File: src/rtl/ps2_keycode_rx_if.sv
// PS/2 keyboard pins plus decoded keycode/strobe outputs.
// The receiver uses the slave modport; the keyboard-side driver uses master.
interface ps2_keycode_rx_if;
    logic       ps2_clk;
    logic       ps2_data;
    logic [7:0] keycode;
    logic       extended;
    logic       make_pulse;
    logic       break_pulse;
    logic       byte_valid;
    logic [7:0] byte_data;
    logic       frame_err;

    modport master (
        output ps2_clk, ps2_data,
        input  keycode, extended, make_pulse, break_pulse,
        input  byte_valid, byte_data, frame_err
    );

    modport slave (
        input  ps2_clk, ps2_data,
        output keycode, extended, make_pulse, break_pulse,
        output byte_valid, byte_data, frame_err
    );
endinterface

File: src/rtl/ps2_keycode_rx.sv
// PS/2 Set-2 receiver: frames 11-bit words off the keyboard pins and tracks
// the currently held key (make/break/E0 decoding) with registered strobes.
module ps2_keycode_rx #(
    parameter int unsigned TIMEOUT_CYCLES = 100000
) (
    input  logic            clk,
    input  logic            rst,
    ps2_keycode_rx_if.slave bus
);
    localparam int unsigned TW = $clog2(TIMEOUT_CYCLES);
    localparam logic [TW-1:0] TMAX = TW'(TIMEOUT_CYCLES - 1);

    typedef enum logic [1:0] {S_IDLE, S_DATA, S_PARITY, S_STOP} state_t;

    state_t        state_q;
    logic          clk_meta_q, clk_sync_q, clk_prev_q;
    logic          dat_meta_q, dat_sync_q;
    logic [2:0]    bit_cnt_q;
    logic [7:0]    shift_q;
    logic          parity_q;
    logic [TW-1:0] timer_q;
    logic [TW-1:0] timer_d;
    logic          ext_pend_q, brk_pend_q;
    logic [7:0]    keycode_q;
    logic          extended_q;
    logic          make_pulse_q, break_pulse_q;
    logic          byte_valid_q;
    logic [7:0]    byte_data_q;
    logic          frame_err_q;

    logic fall, timeout, frame_ok, good_byte, bad_frame;

    always_comb begin
        fall      = clk_prev_q & ~clk_sync_q;
        timer_d   = timer_q + TW'(1);
        timeout   = (state_q != S_IDLE) && !fall && (timer_d == TMAX);
        frame_ok  = ((^shift_q) ^ parity_q) && dat_sync_q;
        good_byte = (state_q == S_STOP) && fall && frame_ok;
        bad_frame = ((state_q == S_STOP) && fall && !frame_ok) || timeout;
    end

    always_ff @(posedge clk or posedge rst) begin
        if (rst) begin
            state_q       <= S_IDLE;
            clk_meta_q    <= 1'b0;
            clk_sync_q    <= 1'b0;
            clk_prev_q    <= 1'b0;
            dat_meta_q    <= 1'b0;
            dat_sync_q    <= 1'b0;
            bit_cnt_q     <= '0;
            shift_q       <= '0;
            parity_q      <= 1'b0;
            timer_q       <= '0;
            ext_pend_q    <= 1'b0;
            brk_pend_q    <= 1'b0;
            keycode_q     <= '0;
            extended_q    <= 1'b0;
            make_pulse_q  <= 1'b0;
            break_pulse_q <= 1'b0;
            byte_valid_q  <= 1'b0;
            byte_data_q   <= '0;
            frame_err_q   <= 1'b0;
        end else begin
            clk_meta_q    <= bus.ps2_clk;
            clk_sync_q    <= clk_meta_q;
            clk_prev_q    <= clk_sync_q;
            dat_meta_q    <= bus.ps2_data;
            dat_sync_q    <= dat_meta_q;
            make_pulse_q  <= 1'b0;
            break_pulse_q <= 1'b0;
            byte_valid_q  <= 1'b0;
            frame_err_q   <= 1'b0;

            if (state_q == S_IDLE || fall || timeout) timer_q <= '0;
            else                                      timer_q <= timer_d;

            if (timeout) begin
                state_q <= S_IDLE;
            end else if (fall) begin
                case (state_q)
                    S_IDLE: begin
                        if (!dat_sync_q) begin
                            state_q   <= S_DATA;
                            bit_cnt_q <= '0;
                        end
                    end
                    S_DATA: begin
                        shift_q   <= {dat_sync_q, shift_q[7:1]};
                        bit_cnt_q <= bit_cnt_q + 3'd1;
                        if (bit_cnt_q == 3'd7) state_q <= S_PARITY;
                    end
                    S_PARITY: begin
                        parity_q <= dat_sync_q;
                        state_q  <= S_STOP;
                    end
                    default: state_q <= S_IDLE;
                endcase
            end

            if (bad_frame) begin
                frame_err_q <= 1'b1;
                ext_pend_q  <= 1'b0;
                brk_pend_q  <= 1'b0;
            end

            // Decode straight from the shift register so key outputs land with byte_valid.
            if (good_byte) begin
                byte_valid_q <= 1'b1;
                byte_data_q  <= shift_q;
                if (shift_q == 8'hE0) begin
                    ext_pend_q <= 1'b1;
                end else if (shift_q == 8'hF0) begin
                    brk_pend_q <= 1'b1;
                end else begin
                    ext_pend_q <= 1'b0;
                    brk_pend_q <= 1'b0;
                    if (shift_q != 8'h00 && shift_q != 8'hFF) begin
                        if (brk_pend_q) begin
                            if (shift_q == keycode_q && ext_pend_q == extended_q) begin
                                keycode_q     <= '0;
                                extended_q    <= 1'b0;
                                break_pulse_q <= 1'b1;
                            end
                        end else begin
                            keycode_q    <= shift_q;
                            extended_q   <= ext_pend_q;
                            make_pulse_q <= ({ext_pend_q, shift_q} != {extended_q, keycode_q});
                        end
                    end
                end
            end
        end
    end

    assign bus.keycode     = keycode_q;
    assign bus.extended    = extended_q;
    assign bus.make_pulse  = make_pulse_q;
    assign bus.break_pulse = break_pulse_q;
    assign bus.byte_valid  = byte_valid_q;
    assign bus.byte_data   = byte_data_q;
    assign bus.frame_err   = frame_err_q;
endmodule

File: src/flat_wrapper.sv
// flat-port wrapper written by rule: the top's interface ports become plain ports
module ps2_keycode_rx_flat 
#(
    parameter int unsigned TIMEOUT_CYCLES = 100000
)
  (clk, rst, bus_ps2_clk, bus_ps2_data, bus_keycode, bus_extended, bus_make_pulse, bus_break_pulse, bus_byte_valid, bus_byte_data, bus_frame_err);
  ps2_keycode_rx_if bus_i ();
  input  logic clk;
  input  logic rst;
  input wire logic [$bits(bus_i.ps2_clk)-1:0] bus_ps2_clk;
  input wire logic [$bits(bus_i.ps2_data)-1:0] bus_ps2_data;
  output wire logic [$bits(bus_i.keycode)-1:0] bus_keycode;
  output wire logic [$bits(bus_i.extended)-1:0] bus_extended;
  output wire logic [$bits(bus_i.make_pulse)-1:0] bus_make_pulse;
  output wire logic [$bits(bus_i.break_pulse)-1:0] bus_break_pulse;
  output wire logic [$bits(bus_i.byte_valid)-1:0] bus_byte_valid;
  output wire logic [$bits(bus_i.byte_data)-1:0] bus_byte_data;
  output wire logic [$bits(bus_i.frame_err)-1:0] bus_frame_err;
  assign bus_i.ps2_clk = bus_ps2_clk;
  assign bus_i.ps2_data = bus_ps2_data;
  assign bus_keycode = bus_i.keycode;
  assign bus_extended = bus_i.extended;
  assign bus_make_pulse = bus_i.make_pulse;
  assign bus_break_pulse = bus_i.break_pulse;
  assign bus_byte_valid = bus_i.byte_valid;
  assign bus_byte_data = bus_i.byte_data;
  assign bus_frame_err = bus_i.frame_err;
  ps2_keycode_rx #(.TIMEOUT_CYCLES(TIMEOUT_CYCLES)) u_core (.clk(clk), .rst(rst), .bus(bus_i));
endmodule
File: config.mk
export PLATFORM = sky130hd
export DESIGN_NAME = ps2_keycode_rx_flat
export DESIGN_NICKNAME = d
export VERILOG_FILES = /design/src/rtl/ps2_keycode_rx_if.sv /design/src/rtl/ps2_keycode_rx.sv /design/src/flat_wrapper.sv
export SDC_FILE = /design/constraint.sdc
export NUM_CORES = 1
export LEC_CHECK = 0
export CAP_MARGIN = 0
export CORE_ASPECT_RATIO = 1.75
export CORE_MARGIN = 3
export CORE_UTILIZATION = 52
export DETAILED_ROUTE_END_ITERATION = 6
export GPL_ROUTABILITY_DRIVEN = 1
export PLACE_DENSITY = 0.73
export SLEW_MARGIN = 20
export SYNTH_ARGS = -nofsm -noshare
export SYNTH_HDL_FRONTEND = slang
export SYNTH_SLANG_ARGS = --single-unit
File: constraint.sdc
create_clock -name clk -period 2.4 [get_ports clk]
set_input_delay 0.6 -clock clk [delete_from_list [all_inputs] [get_ports clk]]
set_output_delay 0.6 -clock clk [all_outputs]
set_load 0.02 [all_outputs]
Word-level counts from Yosys, hierarchy flattened
Cells that the tools add are included.

Add/subtract/negate cells: 2. Eq/ne operators: 15. Muxes and demuxes: 33. Bitwise gates (word level): 6. Reduce and logical (&&, ||, !) cells: 24.

Operators with widths (number): $mux W1 (23); $add A17 B1 Y17 const B (1); $eq A17 B17 Y1 const B (1); $mux W17 (1); $eq A8 B8 Y1 const B (2); $mux W8 (2); $ne A9 B9 Y1 (1); $reduce_and A3 Y1 (3); $eq A8 B8 Y1 (1); $logic_and A1 B1 Y1 (8); $mux W2 (4); $ne A8 B8 Y1 const B (1); $reduce_bool A8 Y1 (1); $reduce_xor A8 Y1 (1); $pmux W2 S3 (1); $pmux W3 S2 (1); $reduce_bool A2 Y1 (3); $reduce_and A5 Y1 (1); $eq A2 B2 Y1 const B (2); $ne A2 B2 Y1 const B (2); $not A1 Y1 (4); $reduce_and A4 Y1 (1); $add A3 B1 Y3 const B (1); $eq A3 B3 Y1 const B (1); 10 further kinds (13).

Flip-flop bits (word level): 59. Input port bits: 4. Output and inout port bits: 21. Word-level logic and storage cells: 99.

Logic depth before layout (Yosys ltp)
Gate-level depths: netlist of the first run.

Depth in word-level cells: 10. Depth in mapped cells: 9. Mapped depth without buffers: 8.

Least setup slack after synthesis of the first run
Ideal clock, no wire load.

Kind: register to register. From: register u_core.shift_q[2]. To: register u_core.keycode_q[0] (netlist: u_core.bus.keycode[0]). Library setup time: 0.121 ns. Data arrival time: 2.132 ns. Required time: 2.279 ns. Setup slack: 0.147 ns. Stages on the path, launching flop included: 9. Buffers on the path: 0. Clock period less this slack: 2.253 ns. Path through: dfrtp_1 > inv_1 > ha_1 > xnor3_1 > xnor2_1 > nor3b_2 > o2111a_1 > o21ai_1 > a22o_1.

Word-level cells in the longest chain between the ends: 5. Elaborated cells between the ends (all ways): 15. Classes of those cells: eq/ne: 5; bitwise: 3; reduce/logical: 7.

Ends and longest elaborated chain: start, declared (line ps2_keycode_rx.sv:19) `logic [7:0] shift_q;`; start signal, assigned (line ps2_keycode_rx.sv:88) `shift_q <= {dat_sync_q, shift_q[7:1]};`; $reduce_xor A8 Y1 (line ps2_keycode_rx.sv:37) `frame_ok = ((^shift_q) ^ parity_q) && dat_sync_q;`; $xor A1 B1 Y1 (line ps2_keycode_rx.sv:37); $logic_and A1 B1 Y1 (line ps2_keycode_rx.sv:37); $logic_and A1 B1 Y1 (line ps2_keycode_rx.sv:38) `good_byte = (state_q == S_STOP) && fall && frame_ok;`; via u_core.good_byte (line ps2_keycode_rx.sv:31) `logic fall, timeout, frame_ok, good_byte, bad_frame;`; $reduce_and A5 Y1 (no line); end signal, assigned (line ps2_keycode_rx.sv:125) `keycode_q <= shift_q;`; end, declared (line ps2_keycode_rx.sv:24) `logic [7:0] keycode_q;`.

The timed path passes the listed nets, and every way through them passes these cells. A chain may end at the register's enable or synchronous reset.

Final worst setup path of the first run
From: register u_core.shift_q[2]. To: register u_core.byte_data_q[2] (netlist: u_core.bus.byte_data[2]).

Word-level cells in the longest chain between the ends: 4.

Ends and longest elaborated chain: $reduce_xor A8 Y1 (line ps2_keycode_rx.sv:37); $xor A1 B1 Y1 (line ps2_keycode_rx.sv:37); $logic_and A1 B1 Y1 (line ps2_keycode_rx.sv:37); $logic_and A1 B1 Y1 (line ps2_keycode_rx.sv:38); via u_core.good_byte (line ps2_keycode_rx.sv:31); end signal, assigned (line ps2_keycode_rx.sv:109) `byte_data_q <= shift_q;`; end, declared (line ps2_keycode_rx.sv:28) `logic [7:0] byte_data_q;`.

The timed path passes the listed nets, and every way through them passes these cells.

==> flow_summary.json, run 1 <==
{
  "status": "complete, no violations",
  "period_minus_slack_ps": 2261,
  "critical_path_class": "flip-flop to flip-flop",
  "path_clk_slew_ps": 70,
  "fp.dieW_um": 62.84,
  "insertion_delay_ps": 340,
  "ant_nets": 0,
  "grt_pass1_wl_mm": 10.79,
  "ios": 25,
  "routed_wl_mm": 6.422,
  "r2r_cells": 9,
  "place.gp.congestion": 0.8711,
  "worst_pin_slew_ps": 610.4,
  "cts_buffer_depth": 2,
  "grt_pass1_vias": 2322,
  "utilization_pct": 66.81,
  "p_leak_nw": 1.674,
  "avgSynthCellArea_um2": 10.35,
  "multi_input_area_mm2": 0.001380,
  "synth_top_cell_by_area": "dfrtp_1",
  "viasPerCell": 5.483,
  "ctsResizeCount": 0,
  "fin_crit_sh_pct": 94.23,
  "die-area_mm2": 0.006628,
  "synthCells": 284,
  "synth_area_leaders": "dfrtp_1, ha_1, o21ai_0",
  "h-tree-depth": 3,
  "whs_path_depth": 0,
  "hp-start": "u_core.dat_meta_q",
  "fin_nets": 351,
  "die_h_um": 105.5,
  "r2r-start": "u_core.shift_q[2]",
  "drc_errors": 0,
  "synth_flop_cell": "dfrtp_1",
  "r2r_slack_ps": 140,
  "rows": 35,
  "cp-start-kind": "flip-flop",
  "yosysMostFrequentCell": "dfrtp_1",
  "max-vdd-ir-drop_v": 0.0005372,
  "required_ps": 2600,
  "fin_cells": 408,
  "post_cts_buffers": 0,
  "n_antenna_cell": 0,
  "grt_usage_pct": 21.42,
  "synth-warning-count": 0,
  "power.density_mw_per_mm2": 950.9,
  "cts_buffers": 9,
  "synth_top_area_share_pct": 50.21,
  "core_area_mm2": 0.005386,
  "crit_path_end_kind": "flip-flop",
  "first_pass_iters": 4,
  "max-cap-violations": 0,
  "grt_antenna_before_repair": 0,
  "cts_sinks": 59,
  "wl_per_cell_um": 15.74,
  "dr_total_vias": 2237,
  "synth_edf_count": 0,
  "hold_viol": 0,
  "hp-class": "flip-flop to flip-flop",
  "postCtsHoldBufs": 0,
  "hold_path_end": "u_core.dat_sync_q",
  "place_inst": 391,
  "area_growth_syn_to_layout_pct": 22.38,
  "synth_seq_area_share_pct": 50.21,
  "max_freq_ghz": 0.4422,
  "slew_violations": 0,
  "port_buffers": 24,
  "rsz0062_at_grt": "no",
  "synth_nets": 306,
  "setup_tns_ps": 0,
  "seqCellArea_mm2": 0.001476,
  "rr_endpoint": "u_core.bus.byte_data[2]",
  "setup_violations": 0,
  "clock-root-buffer": "clkbuf_8",
  "grt_max_degree": 60,
  "synth_area_mm2": 0.002940,
  "holdWs_ps": 347.8,
  "skew_ps": 9.507,
  "drive_above_1_share_pct": 13.77,
  "p_total_mw": 3.422,
  "yosys.cell_types.count": 44,
  "path_max_fanout": 9,
  "initial_core_util_pct": 54.59,
  "async_flop_share_pct": 100.0,
  "hpwl_mm": 4.717,
  "cts_tree": "built",
  "synthTopCellsByCount": "dfrtp_1, nand2_1, o21ai_0",
  "nFillCells": 450,
  "worstPathArrival_ps": 2460,
  "synth_seq_cells": 59,
  "drt_iter0_drc": 94,
  "globalRouteOverflowTotal": 0,
  "relSlewSlack_pct": 58.93
}
[through the flow]
step | worst slack (ps) | instance area [um2]
after detailed placement | 47.86 | 3373
after global placement | 115.4 | 3373
after global routing | 5.774 | 3598
final | 138.5 | 3598
after floorplan | 146.7 | 2940
after CTS | 5.903 | 3567
[final cells by class]
cell class              instances  share of cell area (%)
repair inverters                1                  0.2086
multi-input cells             198                   38.35
inverters                      21                   2.295
clock inverters                 6                   1.843
repair buffers                 39                   10.15
flip-flops and latches         59                   41.03
well taps                      74                   2.573
clock buffers                  10                   3.547
[worst max-delay path: stages, from the launching register on]
cell and delay (ps):
dfrtp_1 350, inv_1 80, ha_1 280, xnor3_1 430, xnor2_2 160, nor3b_2 220
buf_4 200, clkinvlp_4 180, nand2_1 120, o21ai_0 110
[power breakdown]
part	switching (mW)	internal [mW]
logic	0.680	0.561
registers	0.137	1.16
clock network	0.410	0.479
[registers in the layout (all words and copies together), names as in the netlist, 2 cells and up]
signal and cells:
u_core.bus.keycode 8, u_core.bit_cnt_q 3, u_core.timer_q 17, u_core.state_q 2
u_core.shift_q 8, u_core.bus.byte_data 8
[how the worst max path moves through the flow]
stage | slack, ps | end | cells after the start | startpoint
floorplan | 150 | u_core.bus.keycode[0] | 8 | u_core.shift_q[2]
global placement | 120 | u_core.bus.keycode[7] | 8 | u_core.shift_q[2]
detailed placement | 50 | u_core.bus.keycode[2] | 8 | u_core.shift_q[3]
CTS | 6 | u_core.bus.keycode[2] | 8 | u_core.shift_q[2]
global route | 6 | u_core.bus.keycode[0] | 8 | u_core.shift_q[2]
finish | 140 | u_core.bus.byte_data[2] | 9 | u_core.shift_q[2]
[cell families (layout without fill, tap and decap cells)]
family	after synthesis	after routing	share of synthesized area, %
fa+ha+maj	18	18	7.660
mux	1	1	0.3404
simple gates	98	98	18.04
xor+xnor	24	24	7.617
compound gates	57	57	12.60
buf+inv	27	77	3.532
flops	59	59	50.21
[layer usage]
| layer | up-vias | global-route usage (%) | wire, um |
|---|---|---|---|
| met2 | 51 | 41.18 | 3690 |
| met4 | 0 | 13.11 | 287 |
| met1 | 1092 | 20.56 | 2272 |
| li1 | 1070 | - | - |
| met3 | 24 | 3.518 | 171 |
| met5 | - | 0 | 0 |
[layout by cell type (no fill, tap or decap), types with 2 or more instances in the layout]
cell type,count
a211oi_1,2
a21oi_1,8
a22o_1,8
and3_1,4
buf_4,14
clkbuf_8,9
clkdlybuf4s50_1,24
clkinvlp_4,5
dfrtp_1,59
ha_1,18
inv_1,19
nand2_1,31
nand3_1,10
nand4_1,6
nor2_1,19
nor2b_1,6
nor3_1,3
nor3b_1,3
nor4_1,2
o21ai_0,25
o22ai_1,2
o31ai_1,2
or3_1,3
xnor2_1,12
xor2_1,10
No activity file was read; power rests on OpenSTA's default activity.
==> run 2, diff against run 1 <==
Settings changed: ABC_CLOCK_PERIOD_IN_PS set to 2400, CORE_MARGIN 3 to 2, TNS_END_PERCENT set to 100.
==> run 2 against run 1 <==
Hold slack gained 1.6 ps. Setup slack gained 7.1 ps. Global-route usage grew 0.91 points. Cell count grew 1.2%. Sequential share of layout area shrank 0.63 points. Sequential cell count is the same. Clock power grew 15%. Non-clock buffer count grew 3. Combinational power is essentially flat. Clock skew shrank 3.6 ps. Sequential power is essentially flat. Critical path type unchanged. Critical path depth shrank 1.
==> flow_summary.json, run 2 (synthesized netlist as in run 1, its figures left out) <==
{
  "largest_reg_flops": 17,
  "drc_errors": 0,
  "slowest_stage": "xnor3_1",
  "place_ws_ps": 52.82,
  "dr_total_vias": 2235,
  "critical_path_class": "flip-flop to flip-flop",
  "drt_iter0_drc": 92,
  "seqCellArea_mm2": 0.001476,
  "core_area_mm2": 0.005495,
  "multi_input_area_mm2": 0.001379,
  "cp_cell_sequence": "inv_1 > ha_1 > xnor3_1 > xnor2_2 > nor3b_4 > o2111a_1 > o21ai_2 > a22o_1",
  "n_antenna_cell": 0,
  "place.gp.congestion": 0.9270,
  "clock-root-buffer": "clkbuf_8",
  "viasPerCell": 5.412,
  "globalRouteOverflowTotal": 0,
  "routed_wl_mm": 6.229,
  "crit_path_end_kind": "flip-flop",
  "fin_nets": 354,
  "max_stage_delay_ps": 420,
  "post_cts_buffers": 0,
  "hp-class": "flip-flop to flip-flop",
  "max_freq_ghz": 0.4436,
  "ios": 25,
  "status": "complete, no violations",
  "utilization_pct": 66.51,
  "largest_register": "u_core.timer_q",
  "setup_ws_ps": 145.6,
  "rsz0062_at_grt": "yes",
  "path_max_fanout": 9,
  "area_growth_syn_to_layout_pct": 24.30,
  "cts_sinks": 59,
  "cp-start-kind": "flip-flop",
  "grt_antenna_before_repair": 0,
  "cts_tree": "built",
  "worst_pin_slew_ps": 609.8,
  "power.density_mw_per_mm2": 971.4,
  "path_clk_slew_ps": 70,
  "max-vdd-ir-drop_v": 0.0005362,
  "period_minus_slack_ps": 2254,
  "layout_commonest_cell": "dfrtp_1",
  "hpwl_mm": 4.513,
  "max-cap-violations": 0,
  "worstPathArrival_ps": 2480,
  "setup_violations": 0,
  "relSlewSlack_pct": 58.97,
  "grt_max_degree": 60,
  "die_h_um": 103.5,
  "required_ps": 2630,
  "port_buffers": 24,
  "slew_violations": 0,
  "h-tree-depth": 3,
  "wl_per_cell_um": 15.08,
  "rows": 36,
  "hold_viol": 0,
  "die-area_mm2": 0.006295,
  "first_pass_iters": 4,
  "grt_pass1_vias": 2192,
  "p_leak_nw": 1.704,
  "grt_usage_pct": 22.33,
  "skew_ps": 5.927,
  "fp.dieW_um": 60.84,
  "drive_above_1_share_pct": 14.54,
  "cts_buffer_depth": 2,
  "initial_core_util_pct": 53.51,
  "final_cell_mix": "dfrtp_1, nand2_1, o21ai_0, clkdlybuf4s50_1",
  "nFillCells": 465,
  "insertion_delay_ps": 340,
  "cts_buffers": 9,
  "grt_pass1_wl_mm": 10.15,
  "ant_nets": 0,
  "fin_crit_sh_pct": 93.93
}
run 2: changes by cell type in the layout (fill, tap and decap cells not counted), sizes merged:
cell / change
buf: +3
bufinv: +1
clkinvlp: -1
run 2: repair_timing:
item                                    CTS  global route
gates resized for setup                   0             6
endpoints found under the setup margin    0            16
hold buffers                              0             0
run 2: through the flow:
stage               total power [mW]  hold WS [ps]  instances  TNS [ps]  instance area [um2]
floorplan                      2.057         331.2        284         0                 2940
global placement               2.451         334.4        396         0                 3398
detailed placement             2.482         337.0        396         0                 3398
CTS                            3.504         352.0        412         0                 3625
global route                   3.788         357.6        413    -11.20                 3655
finish                         3.550         349.4        413         0                 3655
run 2: critical path, delay by kind of cell, from the launching register on:
kind	cells	cell delay (ps)
DFF	1	340
and+or+nand+nor	1	210
xor gates and xnor gates	2	580
adders and majority gates	1	280
buffers and inverters	1	70
AOI/OAI and AO/OA	3	650
run 2: layout make-up:
cell class                 count  area share, %
clock inverter                 6          2.431
multi-input combinational    198          37.73
timing repair buffer          42          10.61
inverter                      21          2.259
timing repair inverter         1         0.2054
tap                           76          2.602
sequential                    59          40.40
clock buffer                  10          3.766
run 2: power by group:
group | leakage, nW | switching (mW) | internal [mW] | total [mW]
clock network | 0.108 | 0.408 | 0.612 | 1.02
logic | 0.799 | 0.659 | 0.584 | 1.24
registers | 0.797 | 0.132 | 1.16 | 1.29
total | 1.70 | 1.20 | 2.35 | 3.55
run 2: final timing paths:
| path | from | endpoint | slack, ps | cells after the start |
|---|---|---|---|---|
| max | u_core.shift_q[2] | u_core.bus.keycode[0] | 150 | 8 |
| max reg2reg | u_core.shift_q[2] | u_core.bus.keycode[0] | 150 | 8 |
| min reg2reg | u_core.dat_meta_q | u_core.dat_sync_q | 350 | 0 |
| max in group asynchronous | rst | u_core.timer_q[1] | 1510 | 3 |
| min in group asynchronous | rst | u_core.clk_prev_q | 630 | 3 |
| min | u_core.dat_meta_q | u_core.dat_sync_q | 350 | 0 |
run 2: layer usage:
layer | track usage, % | up-vias | share of wire, %
met5 | 0 | - | 0
met4 | 15.05 | 0 | 5.6
met3 | 4.602 | 26 | 2.6
met2 | 39.12 | 53 | 56
met1 | 22.98 | 1081 | 36
li1 | - | 1075 | -
==> run 3, diff against run 2 <==
Settings changed: CORE_UTILIZATION 52 to 30, PLACE_DENSITY 0.73 to 0.46.
==> run 3 against run 2 <==
Register-to-register slack better by 60 ps. Total power is 8.1% higher. Sequential share of layout area is 1.5 points lower. Setup slack better by 60 ps. Highest routed layer unchanged. Non-clock buffer count is 3 higher. Largest cell class unchanged. Maximum frequency is 2.7% higher. Largest power group is now combinational cells. Combinational power is 5% higher. Final area is 3.9% higher. Sequential power hardly changed. Clock power is 24% higher. Hold slack worse by 4.4 ps.
==> flow_summary.json, run 3 (synthesized netlist as in run 1, its figures left out) <==
{
  "drive_above_1_share_pct": 15.04,
  "grt_pass1_vias": 2178,
  "post_dp_cell_area_mm2": 0.003471,
  "path_max_fanout": 8,
  "fp.dieW_um": 78.84,
  "die-area_mm2": 0.01064,
  "period_minus_slack_ps": 2195,
  "p_leak_nw": 1.756,
  "final_cell_mix": "dfrtp_1, nand2_1, o21ai_0, clkdlybuf4s50_1",
  "port_buffers": 24,
  "final_cell_area_mm2": 0.003796,
  "cts_sinks": 59,
  "fin_nets": 356,
  "path_clk_slew_ps": 50,
  "worst_pin_slew_ps": 524.3,
  "cts_buffer_depth": 2,
  "r2r_slack_ps": 210,
  "clock-root-buffer": "clkbuf_16",
  "status": "complete, no violations",
  "worstPathArrival_ps": 2400,
  "routed_wl_mm": 6.603,
  "cp-start-kind": "flip-flop",
  "globalRouteOverflowTotal": 0,
  "max_stage_delay_ps": 420,
  "hp-class": "flip-flop to flip-flop",
  "drc_errors": 0,
  "skew_ps": 6.193,
  "switching_share_pct": 32.01,
  "largest_register": "u_core.timer_q",
  "utilization_pct": 39.85,
  "first_pass_iters": 4,
  "cp_cell_sequence": "ha_1 > nand3_1 > buf_4 > nor4_4 > and3_1 > o22ai_1 > nor3_2 > o21ai_1",
  "largest_reg_flops": 17,
  "ant_nets": 0,
  "critPathTopFamily": "simple AND/OR/NAND/NOR gates",
  "max_freq_ghz": 0.4557,
  "hold_viol": 0,
  "layout_commonest_cell": "dfrtp_1",
  "setup_tns_ps": 0,
  "wl_per_cell_um": 14.32,
  "rows": 47,
  "place_ws_ps": 76.68,
  "critical_path_class": "flip-flop to flip-flop",
  "seq_power_share_pct": 33.4,
  "ios": 25,
  "setup_ws_ps": 205.4,
  "grt_max_degree": 29,
  "max-cap-violations": 0,
  "fin_cells": 461,
  "grt_usage_pct": 13.88,
  "viasPerCell": 4.742,
  "slowest_stage": "dfrtp_1",
  "crit_path_end_kind": "flip-flop",
  "power_frac_comb_pct": 33.8,
  "place.gp.congestion": 0.8071,
  "slew_violations": 0,
  "fin_crit_sh_pct": 91.44,
  "relSlewSlack_pct": 64.96,
  "path_buf_inv": 1,
  "nFillCells": 983,
  "die_h_um": 135.0,
  "p_total_mw": 3.839,
  "hpwl_mm": 5.099,
  "area_growth_syn_to_layout_pct": 29.11,
  "clkPwrFrac_pct": 32.7,
  "holdWs_ps": 345.1,
  "place_inst": 444,
  "required_ps": 2600,
  "cts_buffers": 9,
  "initial_core_util_pct": 30.86,
  "rsz0062_at_grt": "no",
  "core_area_mm2": 0.009527,
  "drt_iter0_drc": 82,
  "dr_total_vias": 2186,
  "grt_pass1_wl_mm": 10.85,
  "cts_tree": "built",
  "setup_violations": 0,
  "grt_antenna_before_repair": 0,
  "h-tree-depth": 3,
  "p_int_mw": 2.610,
  "max-vdd-ir-drop_v": 0.0005676,
  "n_antenna_cell": 0,
  "insertion_delay_ps": 330,
  "power_switching_mw": 1.229,
  "power.density_mw_per_mm2": 1011
}
[run 3: repair_timing]
item	in CTS	in global routing
setup buffers	0	1
hold buffers	0	0
setup endpoints to repair	0	17
resized for setup	0	5
[run 3: power by group through the flow]
stage	clock [mW]	combinational, mW	sequential (mW)
finish	1.26	1.30	1.28
floorplan	0	0.690	1.37
global placement	0	1.32	1.30
detailed placement	0	1.32	1.30
CTS	1.31	1.32	1.29
global route	1.35	1.47	1.31
[run 3: path summary, 6_finish.rpt]
kind	cells after the start	end	from
min	0	u_core.clk_sync_q	u_core.clk_meta_q
max in group asynchronous	3	u_core.shift_q[6]	rst
max	8	u_core.brk_pend_q	u_core.timer_q[0]
max reg2reg	8	u_core.brk_pend_q	u_core.timer_q[0]
min in group asynchronous	2	u_core.bus.byte_data[3]	rst
min reg2reg	0	u_core.clk_sync_q	u_core.clk_meta_q
[run 3: layer usage]
metal / vias to the layer above / global-route usage [%] / part of all wire (%) / routed length (um)
li1: 1084 / - / - / -
met5: - / 0 / 0 / 0
met2: 32 / 25.40 / 57 / 3751
met1: 1054 / 13.57 / 37 / 2442
met3: 16 / 2.807 / 2.1 / 139
met4: 0 / 9.866 / 4.1 / 269
[run 3: final cells by class]
class / count / area (um2) / share of cell area, %
clock buffer: 10 / 239.0 / 6.295
clock inverter: 6 / 55.05 / 1.450
inverter: 21 / 82.58 / 2.175
multi-input combinational: 198 / 1368 / 36.03
sequential: 59 / 1476 / 38.89
tap: 122 / 152.6 / 4.021
timing repair buffer: 45 / 422.9 / 11.14
